--- config.mk ---
export PLATFORM = sky130hd
export DESIGN_NAME = teclado_acumulador
export DESIGN_NICKNAME = d
export VERILOG_FILES = /design/src/rtl/teclado_acumulador.sv
export SDC_FILE = /design/constraint.sdc
export NUM_CORES = 1
export LEC_CHECK = 0
export CORE_MARGIN = 5
export CORE_UTILIZATION = 30
export CTS_CLUSTER_DIAMETER = 100
export CTS_CLUSTER_SIZE = 14
export DETAILED_ROUTE_END_ITERATION = 12
export GPL_TIMING_DRIVEN = 0
export SETUP_SLACK_MARGIN = 0.5
export SYNTH_ARGS = -nofsm -noshare
export SYNTH_HDL_FRONTEND = slang
export SYNTH_SLANG_ARGS = --single-unit
--- constraint.sdc ---
create_clock -name clk -period 3.25 [get_ports clk]
set_input_delay 0.65 -clock clk [delete_from_list [all_inputs] [get_ports clk]]
set_output_delay 0.65 -clock clk [all_outputs]
set_load 0.1 [all_outputs]
--- src/rtl/teclado_acumulador.sv ---
// Keypad entry accumulator: detects single press/release events from the scan driver and
// builds a packed-BCD entry buffer with backspace/clear/enter. Optional macro: ENTRY_TIMEOUT_EN.
module teclado_acumulador #(
    parameter int N_DIGITOS      = 4,
    parameter int CICLOS_SUELTA  = 8,
    parameter int CICLOS_TIMEOUT = 500
) (
    input  logic                   clk,
    input  logic                   rst_n,
    input  logic [4:0]             digito,
    input  logic                   cambio_digito,
    output logic [4*N_DIGITOS-1:0] buffer_bcd,
    output logic [3:0]             n_digitos,
    output logic [4*N_DIGITOS-1:0] valor,
    output logic                   valor_listo,
    output logic                   tecla_func,
    output logic [1:0]             codigo_func,
    output logic                   desborde,
    output logic                   timeout
);

    localparam int         BW    = 4 * N_DIGITOS;
    localparam int         SW    = $clog2(CICLOS_SUELTA + 1);
    localparam logic [3:0] N_MAX = 4'(N_DIGITOS);

    if (N_DIGITOS < 1 || N_DIGITOS > 8 || CICLOS_SUELTA < 5 || CICLOS_TIMEOUT < 2) begin : g_param_invalido
        $error("teclado_acumulador: parameter out of range");
    end

    typedef enum logic {ESPERA, PRESIONADA} estado_t;

    estado_t         estado, estado_sig;
    logic [SW-1:0]   cnt_suelta, cnt_suelta_sig;
    logic            armado, armado_sig;
    logic            acepta;
    logic [3:0]      tecla;

    assign tecla = digito[3:0];

    always_ff @(posedge clk) begin
        if (!rst_n) begin
            estado     <= ESPERA;
            cnt_suelta <= '0;
            armado     <= 1'b0;
        end else begin
            estado     <= estado_sig;
            cnt_suelta <= cnt_suelta_sig;
            armado     <= armado_sig;
        end
    end

    // After reset a key may still be held; disarm until a full release gap has been seen.
    always_comb begin
        estado_sig     = estado;
        cnt_suelta_sig = cnt_suelta;
        armado_sig     = armado;
        acepta         = 1'b0;
        case (estado)
            ESPERA: begin
                if (!armado) begin
                    if (cambio_digito) begin
                        cnt_suelta_sig = '0;
                    end else if (cnt_suelta == SW'(CICLOS_SUELTA - 1)) begin
                        armado_sig     = 1'b1;
                        cnt_suelta_sig = '0;
                    end else begin
                        cnt_suelta_sig = cnt_suelta + SW'(1);
                    end
                end else if (cambio_digito && !digito[4]) begin
                    acepta         = 1'b1;
                    estado_sig     = PRESIONADA;
                    cnt_suelta_sig = '0;
                end
            end
            PRESIONADA: begin
                if (cambio_digito) begin
                    cnt_suelta_sig = '0;
                end else if (cnt_suelta == SW'(CICLOS_SUELTA - 1)) begin
                    estado_sig     = ESPERA;
                    cnt_suelta_sig = '0;
                end else begin
                    cnt_suelta_sig = cnt_suelta + SW'(1);
                end
            end
            default: estado_sig = ESPERA;
        endcase
    end

`ifdef ENTRY_TIMEOUT_EN
    localparam int TW = $clog2(CICLOS_TIMEOUT + 1);
    logic [TW-1:0] cnt_idle;
`endif

    always_ff @(posedge clk) begin
        if (!rst_n) begin
            buffer_bcd  <= '0;
            n_digitos   <= '0;
            valor       <= '0;
            valor_listo <= 1'b0;
            tecla_func  <= 1'b0;
            codigo_func <= '0;
            desborde    <= 1'b0;
`ifdef ENTRY_TIMEOUT_EN
            timeout     <= 1'b0;
            cnt_idle    <= '0;
`endif
        end else begin
            valor_listo <= 1'b0;
            tecla_func  <= 1'b0;
            desborde    <= 1'b0;
`ifdef ENTRY_TIMEOUT_EN
            timeout     <= 1'b0;
`endif
            if (acepta) begin
                if (tecla <= 4'd9) begin
                    if (n_digitos < N_MAX) begin
                        buffer_bcd <= (buffer_bcd << 4) | BW'(tecla);
                        n_digitos  <= n_digitos + 4'd1;
                    end else begin
                        desborde <= 1'b1;
                    end
                end else begin
                    case (tecla)
                        4'hA: if (n_digitos != 4'd0) begin
                            buffer_bcd <= buffer_bcd >> 4;
                            n_digitos  <= n_digitos - 4'd1;
                        end
                        4'hB, 4'hC, 4'hD: begin
                            tecla_func  <= 1'b1;
                            codigo_func <= 2'(tecla - 4'hA);
                        end
                        4'hE: begin
                            buffer_bcd <= '0;
                            n_digitos  <= '0;
                        end
                        default: if (n_digitos != 4'd0) begin
                            valor       <= buffer_bcd;
                            valor_listo <= 1'b1;
                            buffer_bcd  <= '0;
                            n_digitos   <= '0;
                        end
                    endcase
                end
            end
`ifdef ENTRY_TIMEOUT_EN
            // An accepted key on the expiry edge wins over the auto-clear.
            if (acepta || n_digitos == 4'd0) begin
                cnt_idle <= '0;
            end else if (estado == ESPERA) begin
                if (cnt_idle == TW'(CICLOS_TIMEOUT - 1)) begin
                    buffer_bcd <= '0;
                    n_digitos  <= '0;
                    timeout    <= 1'b1;
                    cnt_idle   <= '0;
                end else begin
                    cnt_idle <= cnt_idle + TW'(1);
                end
            end
`endif
        end
    end

`ifndef ENTRY_TIMEOUT_EN
    assign timeout = 1'b0;
`endif

endmodule

* Yosys cells after proc, flatten, opt, wreduce, memory -nomap -nowiden *
Index checks and enable logic that the tools add are counted.

storage, ports and cells
  register bits = 47
  latch bits = 0
  bits in writable memories = 0
  bits in read-only memories = 0
  input port bits = 8
  output and inout port bits = 42
  word-level logic and storage cells = 71
  memories kept = 0

cells by class
  add/sub/neg operators = 4
  multipliers = 0
  div/mod/pow operators = 0
  order comparisons = 2
  equal/unequal tests = 10
  shifts and indexed selects = 0
  muxes and demuxes = 27
  bitwise logic cells = 6
  reductions and logical operators = 12

operators with widths
  operator                                                count
  two-way mux 16 bit                                      4
  one-hot mux 16 bit (3 select lines)                     1
  two-way mux 4 bit                                       8
  equality test 4 bit (second input constant)             5
  bitwise OR 16 x 4 -> 16 bit                             1
  one-hot mux 4 bit (3 select lines)                      1
  two-way mux 1 bit                                       11
  adder 4 x 1 -> 4 bit (second input constant)            2
  one-hot mux 4 bit (2 select lines)                      1
  OR reduction 8 bit                                      1
  != test 3 bit (second input constant)                   2
  AND reduction 3 bit                                     2
  OR reduction 3 bit                                      2
  NOT 1 bit                                               5
  AND reduction 5 bit                                     1
  OR reduction 5 bit                                      1
  equality test 4 x 3 -> 1 bit (second input constant)    1
  less-or-equal comparator 4 bit (second input constant)  1
  < comparator 4 x 3 -> 1 bit (second input constant)     1
  AND reduction 4 bit                                     1
  nonzero test 4 bit                                      1
  subtractor 4 x 1 -> 4 bit (second input constant)       1
  nonzero test 3 bit                                      1
  != test 2 x 1 -> 1 bit (second input constant)          1
  5 further kinds                                         5

* Depth between registers and ports, before layout *
Gate-level depths: netlist of run 1.

  word-level depth = 7
  depth in mapped cells = 7
  depth with buffers taken out = 5

* Worst setup path before layout of run 1 *
OpenSTA, ideal clock, no wires.

  path kind = register to register
  from = register n_digitos[2]
  to = register valor[7]
  setup time = 128 ps
  arrival time = 2,153 ps
  required time = 3,122 ps
  slack = 969 ps
  cell stages (with the launch flop) = 8
  buffers on the path = 3
  clock period less this slack = 2,281 ps
  cells stage by stage = dfxtp_1 > clkbuf_2 > nor2_1 > a211oi_2 > buf_6 > buf_12 > mux2i_1 > nor2_1

between the ends
  cells in the longest elaborated chain, start to end = 2

RTL lines
  item                                  line  RTL
  start: declaration                    13    output logic [3:0] n_digitos,
  start signal: assignment              118   n_digitos <= n_digitos + 4'd1;
  start signal: assignment              126   n_digitos <= n_digitos - 4'd1;
  nonzero test 4 bit                    136   default: if (n_digitos != 4'd0) begin
  AND reduction 4 bit (no source line)  --
  end signal: assignment                137   valor <= buffer_bcd;
  end: declaration                      14    output logic [4*N_DIGITOS-1:0] valor,

No other way between the ends.
A chain may end at the register's enable or synchronous reset.

* Worst setup path in the final report of run 1 *
  from = register n_digitos[3]
  to = output n_digitos[3]

No word-level cell between the ends.

==> results of run 1 <==
power groups by stage:
stage / sequential (mW) / combinational, mW / clock, mW
6_report: 0.577 / 0.0647 / 0.356
5_1_grt: 0.578 / 0.0706 / 0.390
4_1_cts: 0.577 / 0.0647 / 0.371
3_5_place_dp: 0.591 / 0.0642 / 0
3_3_place_gp: 0.591 / 0.0641 / 0
2_1_floorplan: 0.591 / 0.0454 / 0
layout by cell type (no fill, tap or decap), types with 4 or more instances in the layout:
master and instances:
dfxtp_1 47, clkdlybuf4s50_1 45, mux2i_1 32, nor2_1 28, nand2_1 25, a22o_1 9
inv_1 5, a21oi_1 5, clkbuf_8 5, buf_6 4, buf_4 4, nand3b_1 4
a32o_1 4
layout make-up:
cell class / instances / area, sq um / area share
clock buffers: 6 / 72.6 / 0.0251
repair buffers: 45 / 450 / 0.156
multi-input cells: 157 / 1110 / 0.385
inverters: 6 / 22.5 / 0.00778
plain buffers: 18 / 159 / 0.0549
flip-flops and latches: 47 / 941 / 0.325
well taps: 99 / 124 / 0.0428
clock inverters: 2 / 12.5 / 0.00432
per-layer routing:
layer / vias to the layer above / track usage / wire [microns]
met2: 35 / 0.196 / 2540
li1: 920 / - / -
met4: 0 / 0.0421 / 50
met1: 858 / 0.161 / 2640
met5: - / 0 / 0
met3: 5 / 0.0461 / 366
flip-flops by register name, summed over array words and instances, names as in the netlist:
name         count
armado           1
desborde         1
estado           1
buffer_bcd      16
valor_listo      1
n_digitos        4
codigo_func      2
valor           16
tecla_func       1
cnt_suelta       4
worst paths after layout:
kind                                    from  slack [ps]            to  depth (start not counted)
worst min register to register      valor[4]         500      valor[4]                          2
worst max register to register  n_digitos[0]        1530      valor[8]                          7
worst min-delay path                valor[4]         500      valor[4]                          2
worst max-delay path            n_digitos[3]         600  n_digitos[3]                          1
cells by family (layout without fill, tap and decap cells):
| family | count (synthesis) | count (layout) | share of synthesized area |
|---|---|---|---|
| compound gates | 44 | 44 | 0.159 |
| fa+ha+maj | 3 | 3 | 0.0168 |
| buf+inv | 24 | 77 | 0.0811 |
| flops | 47 | 47 | 0.421 |
| mux | 32 | 32 | 0.143 |
| other cells | 1 | 1 | 0.00168 |
| simple gates | 77 | 77 | 0.177 |
metrics by stage:
step / area (sq um) / setup WS, ps
floorplan: 2240 / 969
global placement: 2810 / 727
detailed placement: 2810 / 713
CTS: 2900 / 595
global route: 2900 / 518
finish: 2900 / 599
==> reports/metrics.yaml, run 1 <==
synth_edf_count: 0
tns_ps: 0
synth.top_cell.area_share: 0.421
synthesis.area_sq_um: 2240
fin_crit_ps: 2650
ys_seq_area_frac: 0.421
ir_drop_mv: 0.215
drt-vias-per-instance: 4.78
hold_buffers: 0
hold_viol_final: 0
worstMarginPinSlew_ps: 992
cp_num_buf_inv: 1
synth_most_common_cell: "dfxtp_1"
routedWlPerCell_microns: 14.7
clkPwrFrac: 0.357
ys_types: 52
hp-class: "flop to flop"
maxCapViolCount: 0
synthFlopType: "dfxtp_1"
max_freq_mhz: 377
cts_max_path_buffers: 2
place.gp.congestion: 0.854
grt_start_max_net_pins: 15
p_int_mw: 0.750
antenna_found_initial: 0
maxSlewViolCount: 0
clock_latency_ps: 300
first_pass_iters: 4
slowest_delay_ps: 1200
cp.required_ps: 2600
area_growth_pct: 29.5
yosys.area.top_type: "dfxtp_1"
leakage_nw: 1.08
synth.area.top_cells: "dfxtp_1 (42%), mux2i_1 (14%), nor2_1 (4.7%)"
final_nets: 291
crit_chain: "clkdlybuf4s50_1"
cts_tree: "built"
synth_fp_nets: 239
grt_pass1_vias: 1701
ys_ff_latch: 47
cts_made_buffers: 5
critical_path.max_fanout: 7
combinationalPowerShare: 0.065
row_count: 31
die_height_microns: 96.4
path_delay_family: "buffers and inverters"
ys_top_cells_by_count: "dfxtp_1 (47), mux2i_1 (32), nor2_1 (28)"
dieArea_sq_um: 9280
outcome: "completed"
diodes: 0
switching_share: 0.248
synth_warnings: 0
ios: 50
p_per_area_nw_per_um2: 345
clock-root-buffer: "clkbuf_8"
setup_viol: 0
start_kind: "flop"
postRouteAntennaNets: 0
clk_pin_slew_ps: 90
slew_headroom: 0.336
fin_util: 0.399
dp_cells: 372
cts_resized: 0
nFillCells: 744
die_x_microns: 96.4
power_mw: 0.998
avgSynthCellArea_sq_um: 9.81
initial_utilization: 0.308
h-tree-depth: 2
worstPathArrival_ps: 2000
grt_use_total: 0.126
drt-total-wl_microns: 5590
place_hpwl_microns: 3980
drive_gt1_frac: 0.0996
io_buffers: 45
drt_iter0_markers: 75
fin_skew_ps: 6.22
async_reset_ff_frac: 0
dr_total_vias: 1818
rsz0062_at_grt: "false"
post_cts_buffers: 0
finalNonFillerCells: 380
crit_type: "flop to output pin"
grt-ovfl-total: 0
core_region_area_sq_um: 7250
cp-end-kind: "output pin"
crit_slowest_cell: "clkdlybuf4s50_1"
clock_sinks: 47
p_seq_frac: 0.578
p_sw_mw: 0.248
period_share: 0.816
grt_pass1_wl_microns: 8910
hold_ws_ps: 498
drcViolationCount: 0
syn_inst: 228
(Power assumes the default switching activity.)
==> run 2, diff against run 1 <==
==> constraint.sdc (replaced) <==
create_clock -name clk -period 2.54 [get_ports clk]
set_input_delay 0.508 -clock clk [delete_from_list [all_inputs] [get_ports clk]]
set_output_delay 0.508 -clock clk [all_outputs]
set_load 0.1 [all_outputs]
==> run 2 against run 1 <==
Total power rose by 31%. Critical path depth did not move. Final area rose by 3.6%. Clock skew rose by 3.7 ps. Sequential share of layout area fell by 0.96 points. Combinational power rose by 30%. Final cell count rose by 2.9%. Critical endpoint is now valor[0]. Sequential cell count did not move. Via count rose by 3.2%. Register-to-register slack got worse by 610 ps. Global-route usage barely moved.
==> reports/metrics.yaml, run 2 (same netlist as run 1, synthesis figures left out) <==
outcome: "completed"
maxCapViolCount: 0  # unchanged
row_count: 31  # unchanged
nFillCells: 746  # +0.27%
worstPathArrival_ps: 1480  # -520 ps
crit_chain: "dlygate4sd2_1"
diodes: 0  # unchanged
grt_pass1_vias: 1796  # +5.6%
clock-root-buffer: "clkbuf_8"
grt_use_total: 0.127  # +0.000467
p_sw_mw: 0.319  # +29%
clock_sinks: 47  # unchanged
grt-ovfl-total: 0  # unchanged
dieArea_sq_um: 9280  # unchanged
initial_utilization: 0.308  # unchanged
hp-start: "valor[0]"
slew_headroom: 0.361  # +0.0246
leakage_nw: 1.20  # +11%
tns_ps: 0  # unchanged
hold_viol_final: 0  # unchanged
first_pass_iters: 4  # unchanged
mostFrequentLayoutCells: "dfxtp_1 (43), mux2i_1 (32), nor2_1 (28)"
io_buffers: 45  # unchanged
crit_slowest_cell: "dlygate4sd2_1"
ios: 50  # unchanged
p_seq_frac: 0.564  # -0.014
slowest_delay_ps: 850  # -350 ps
r2r_cells: 7  # unchanged
reg2reg_to: "n_digitos[1]"
h-tree-depth: 2  # unchanged
die_x_microns: 96.4  # unchanged
hold_end: "valor[0]"
whs_path_depth: 2  # unchanged
multiInputGateArea_sq_um: 1120  # +0.79%
start_kind: "flop"
worst-r2r-setup-slack_ps: 920  # -610 ps
crit_type: "flop to output pin"
clock_latency_ps: 310  # about the same
clk_pin_slew_ps: 90  # about the same
cp.required_ps: 2030  # -570 ps
cts_made_buffers: 5  # unchanged
period_share: 0.783
final_common_cell: "dfxtp_1"
max_freq_mhz: 503
core_region_area_sq_um: 7250  # unchanged
maxSlewViolCount: 0  # unchanged
combinationalPowerShare: 0.064  # about the same
fin_skew_ps: 9.92  # +3.70 ps
grt_start_max_net_pins: 16  # +1
drt_iter0_markers: 94  # +25%
grt_pass1_wl_microns: 9090  # +2.0%
place.gp.congestion: 0.841  # -1.6%
drt-total-wl_microns: 5720  # +2.2%
hp-class: "flop to flop"
p_per_area_nw_per_um2: 437  # +27%
reg_top3: "buffer_bcd x16, valor x16"
seqCellArea_sq_um: 946  # +0.53%
p_int_mw: 0.991  # +32%
setup_viol: 0  # unchanged
reg2reg_from: "n_digitos[2]"
cp_num_buf_inv: 1  # unchanged
worstMarginPinSlew_ps: 962  # -30.1 ps
power_mw: 1.31  # +31%
die_height_microns: 96.4  # unchanged
drcViolationCount: 0  # unchanged
place_hpwl_microns: 4130  # +3.7%
rsz0062_at_grt: "false"
dr_total_vias: 1877  # +3.2%
cp-end-kind: "output pin"
cts_max_path_buffers: 2  # unchanged
postRouteAntennaNets: 0  # unchanged
fin_crit_ps: 1990
routedWlPerCell_microns: 14.6  # -0.66%
drive_gt1_frac: 0.236  # +0.137
cts_tree: "built"
switching_share: 0.244  # -0.00458
path_delay_family: "buffers and inverters"
antenna_found_initial: 0  # unchanged
area_growth_pct: 34.1
clkPwrFrac: 0.372  # +0.015
ir_drop_mv: 0.270  # +25%
drt-vias-per-instance: 4.80  # +0.34%
critical_path.max_fanout: 2  # -5
final_nets: 302  # +3.8%
[run 2: cell types whose count changed in the layout (fill, tap and decap cells not counted), moves of 4 or more]
cell / delta
clkdlybuf4s15_1: +14
dlygate4sd2_1: +5
buf_4: +10
dfxtp_1: -4
clkbuf_2: +4
clkdlybuf4s15_2: +18
dfxtp_2: +4
clkdlybuf4s50_1: -42
[run 2: routing by layer]
layer | global-route usage | part of all wire | up-vias
li1 | - | - | 939
met4 | 0.0397 | 0.0096 | 0
met5 | 0 | 0 | -
met3 | 0.0430 | 0.074 | 5
met2 | 0.205 | 0.47 | 55
met1 | 0.158 | 0.45 | 878
[run 2: worst max-delay path by stage]
stage	startpoint	slack [ps]	end	cells after the start
2_1_floorplan	n_digitos[2]	620	valor[7]	7
3_3_place_gp	cambio_digito	140	valor[7]	7
3_5_place_dp	cambio_digito	130	valor[14]	7
4_1_cts	buffer_bcd[6]	370	buffer_bcd[6]	1
5_1_grt	digito[2]	480	n_digitos[2]	8
6_report	valor[0]	550	valor[0]	1
[run 2: repair_timing]
action                     in CTS  in global routing
setup buffers                   1                  9
pin swaps                       1                  1
setup endpoints to repair      50                 41
resized for setup              78                 25
hold buffers                    0                  0
gates cloned                    0                  1
[run 2: area by class of cell]
type,count,area share
Sequential cell,47,0.315
Timing Repair Buffer,56,0.176
Multi-Input combinational cell,157,0.374
Tap cell,99,0.0413
Inverter,6,0.00751
Clock inverter,2,0.00459
Buffer,18,0.0530
Clock buffer,6,0.0275
[run 2: per-stage QoR]
step	setup slack [ps]	util	instances	hold slack, ps	instance area, sq um
after floorplan	616	-	228	458	2240
after global placement	145	0.388	372	474	2820
after detailed placement	135	0.388	372	480	2820
after CTS	366	0.402	381	495	2920
after global routing	483	0.414	391	519	3000
final	551	0.414	391	497	3000
[run 2: worst reg2reg max path, stage by stage, from the launching register on]
cell,delay (ps)
dfxtp_2,320
clkbuf_2,180
nor2_1,230
a31oi_1,160
o21bai_2,190
buf_6,160
buf_12,140
mux2i_1,180
[run 2: power by group through the flow]
stage	registers (mW)	clock network, mW	logic (mW)
final	0.739	0.487	0.0838
after global routing	0.739	0.536	0.0922
after CTS	0.739	0.502	0.0823
after detailed placement	0.756	0	0.0821
after global placement	0.756	0	0.0819
after floorplan	0.756	0	0.0580
==> run 3, diff against run 2 <==
==> constraint.sdc (replaced) <==
create_clock -name clk -period 2.09 [get_ports clk]
set_input_delay 0.418 -clock clk [delete_from_list [all_inputs] [get_ports clk]]
set_output_delay 0.418 -clock clk [all_outputs]
set_load 0.1 [all_outputs]
==> run 3 against run 2 <==
First-iteration DRC count decreased by 22%. Sequential share of layout area down 0.30 points. Total power increased by 30%. Combinational power rose by 32%. Global-route usage up 0.77 points. Final area is 2.4% higher. Largest cell class unchanged. Largest power group unchanged. Highest routed layer unchanged.
==> reports/metrics.yaml, run 3 (same netlist as run 1, synthesis figures left out) <==
outcome: "completed"
grtUsageMet1: 0.177  # +0.0193
grt_pass1_vias: 1890  # +5.2%
leakage_nw: 1.32  # +10%
busiest_layer: "met2"
crit_slowest_cell: "dfxtp_4"
place.gp.congestion: 0.843  # +0.19%
p_seq_frac: 0.525  # -0.039
cp.required_ps: 2270  # +240 ps
diodes: 0  # unchanged
placed_area_sq_um: 2850  # +1.3%
dr_total_vias: 1943  # +3.5%
p_int_mw: 1.29  # +30%
initial_utilization: 0.308  # unchanged
maxCapViolCount: 0  # unchanged
core_region_area_sq_um: 7250  # unchanged
tns_ps: 0  # unchanged
crit_type: "flop to flop"
grt_start_max_net_pins: 17  # +1
final.setup.worst_slack_ps: 517  # -33.5 ps
ir_drop_mv: 0.331  # +23%
whs_path_depth: 3  # +1
switching_share: 0.240  # -0.00429
worstPathArrival_ps: 1750  # +270 ps
ios: 50  # unchanged
final_nets: 312  # +3.3%
cp-end-kind: "flop"
slowest_delay_ps: 380  # -470 ps
max_freq_mhz: 636
postRouteAntennaNets: 0  # unchanged
p_per_area_nw_per_um2: 553  # +27%
mostFrequentLayoutCells: "dfxtp_1 (40), mux2i_1 (32), buf_4 (30)"
clk_pin_slew_ps: 100  # about the same
die_height_microns: 96.4  # unchanged
grt_use_total: 0.134  # +0.00773
clock-root-buffer: "clkbuf_8"
die_x_microns: 96.4  # unchanged
h-tree-depth: 2  # unchanged
worstMarginPinSlew_ps: 516  # -447 ps
slew_headroom: 0.660  # +0.299
grtUsageMet3: 0.0367  # -0.00625
clock_latency_ps: 310  # about the same
first_pass_iters: 4  # unchanged
final_common_cell: "dfxtp_1"
met2_usage: 0.209  # +0.00403
drcViolationCount: 0  # unchanged
p_sw_mw: 0.407  # +27%
io_buffers: 45  # unchanged
fin_crit_ps: 1570
dieArea_sq_um: 9280  # unchanged
grt_pass1_wl_microns: 9560  # +5.2%
clkPwrFrac: 0.409  # +0.037
critical_path.max_fanout: 6  # +4
reg_top3: "buffer_bcd x16, valor x16"
maxSlewViolCount: 0  # unchanged
row_count: 31  # unchanged
combinationalPowerShare: 0.065  # about the same
fin_area_sq_um: 3070  # +2.4%
drive_gt1_frac: 0.371  # +0.135
fin_skew_ps: 9.82  # -0.102 ps
dpl_worst_slack_ps: -221  # -356 ps
rsz0062_at_grt: "true"
place_hpwl_microns: 4060  # -1.7%
clock_sinks: 47  # unchanged
r2r_cells: 8  # +1
area_growth_pct: 37.4
cts_tree: "built"
grt-ovfl-total: 0  # unchanged
setup_viol: 0  # unchanged
period_share: 0.753
hp-class: "input pin to flop"
hold_viol_final: 0  # unchanged
crit_top_cell: "buf_12"
drt-vias-per-instance: 4.85  # +0.93%
hold_buffers: 0  # unchanged
power_mw: 1.70  # +30%
cts_max_path_buffers: 2  # unchanged
antenna_found_initial: 0  # unchanged
drt-total-wl_microns: 6080  # +6.4%
start_kind: "flop"
crit_chain: "inv_4, ha_4, a211oi_2, buf_6, buf_12, buf_12, mux2i_1, nor2_1"
cts_made_buffers: 5  # unchanged
drt_iter0_markers: 73  # -22%
routedWlPerCell_microns: 15.2  # +3.7%
==> run 3: path summary, 6_finish.rpt <==
check,from,to,slack [ps]
worst max-delay path,n_digitos[0],valor[13],520
worst min-delay path,digito[0],codigo_func[0],420
worst max register to register,n_digitos[0],valor[13],520
worst min register to register,valor[6],valor[6],500
==> run 3: per-stage QoR <==
stage | hold WS [ps] | std cells | util
floorplan | 458 | 228 | -
global placement | 474 | 372 | 0.393
detailed placement | 483 | 372 | 0.393
CTS | 416 | 394 | 0.411
global route | 457 | 401 | 0.424
finish | 419 | 401 | 0.424
==> run 3: critical path: cells and delay by family, from the launching register on <==
kind	cells	cell delay [ps]
AO/OA/AOI/OAI	1	240
buffers and inverters	4	450
flip-flops	1	380
multiplexers	1	170
adder cells (fa/ha/maj)	1	160
AND/OR/NAND/NOR	1	50
==> run 3: layout make-up <==
| type | count | area [sq um] |
|---|---|---|
| Buffer | 18 | 175 |
| Clock buffer | 5 | 68.8 |
| Clock inverter | 3 | 46.3 |
| Fill cell | 746 | 4180 |
| Inverter | 6 | 25.0 |
| Multi-Input combinational cell | 157 | 1180 |
| Sequential cell | 47 | 960 |
| Tap cell | 99 | 124 |
| Timing Repair Buffer | 66 | 492 |
==> run 3: repair_timing <==
item,CTS,global route
setup buffers,13,5
gates resized for setup,226,21
gates cloned,1,2
endpoints found under the setup margin,80,39
pin swaps,3,3
==> run 3: power groups by stage <==
stage	clock network, mW	logic [mW]	registers (mW)
2_1_floorplan	0	0.0705	0.914
3_3_place_gp	0	0.100	0.914
3_5_place_dp	0	0.101	0.914
4_1_cts	0.716	0.109	0.893
5_1_grt	0.746	0.120	0.894
6_report	0.696	0.111	0.893
==> run 3: routing by layer <==
| layer | vias to the layer above | part of all wire |
|---|---|---|
| li1 | 964 | - |
| met1 | 913 | 0.46 |
| met2 | 59 | 0.46 |
| met3 | 7 | 0.065 |
| met4 | 0 | 0.013 |
| met5 | - | 0 |
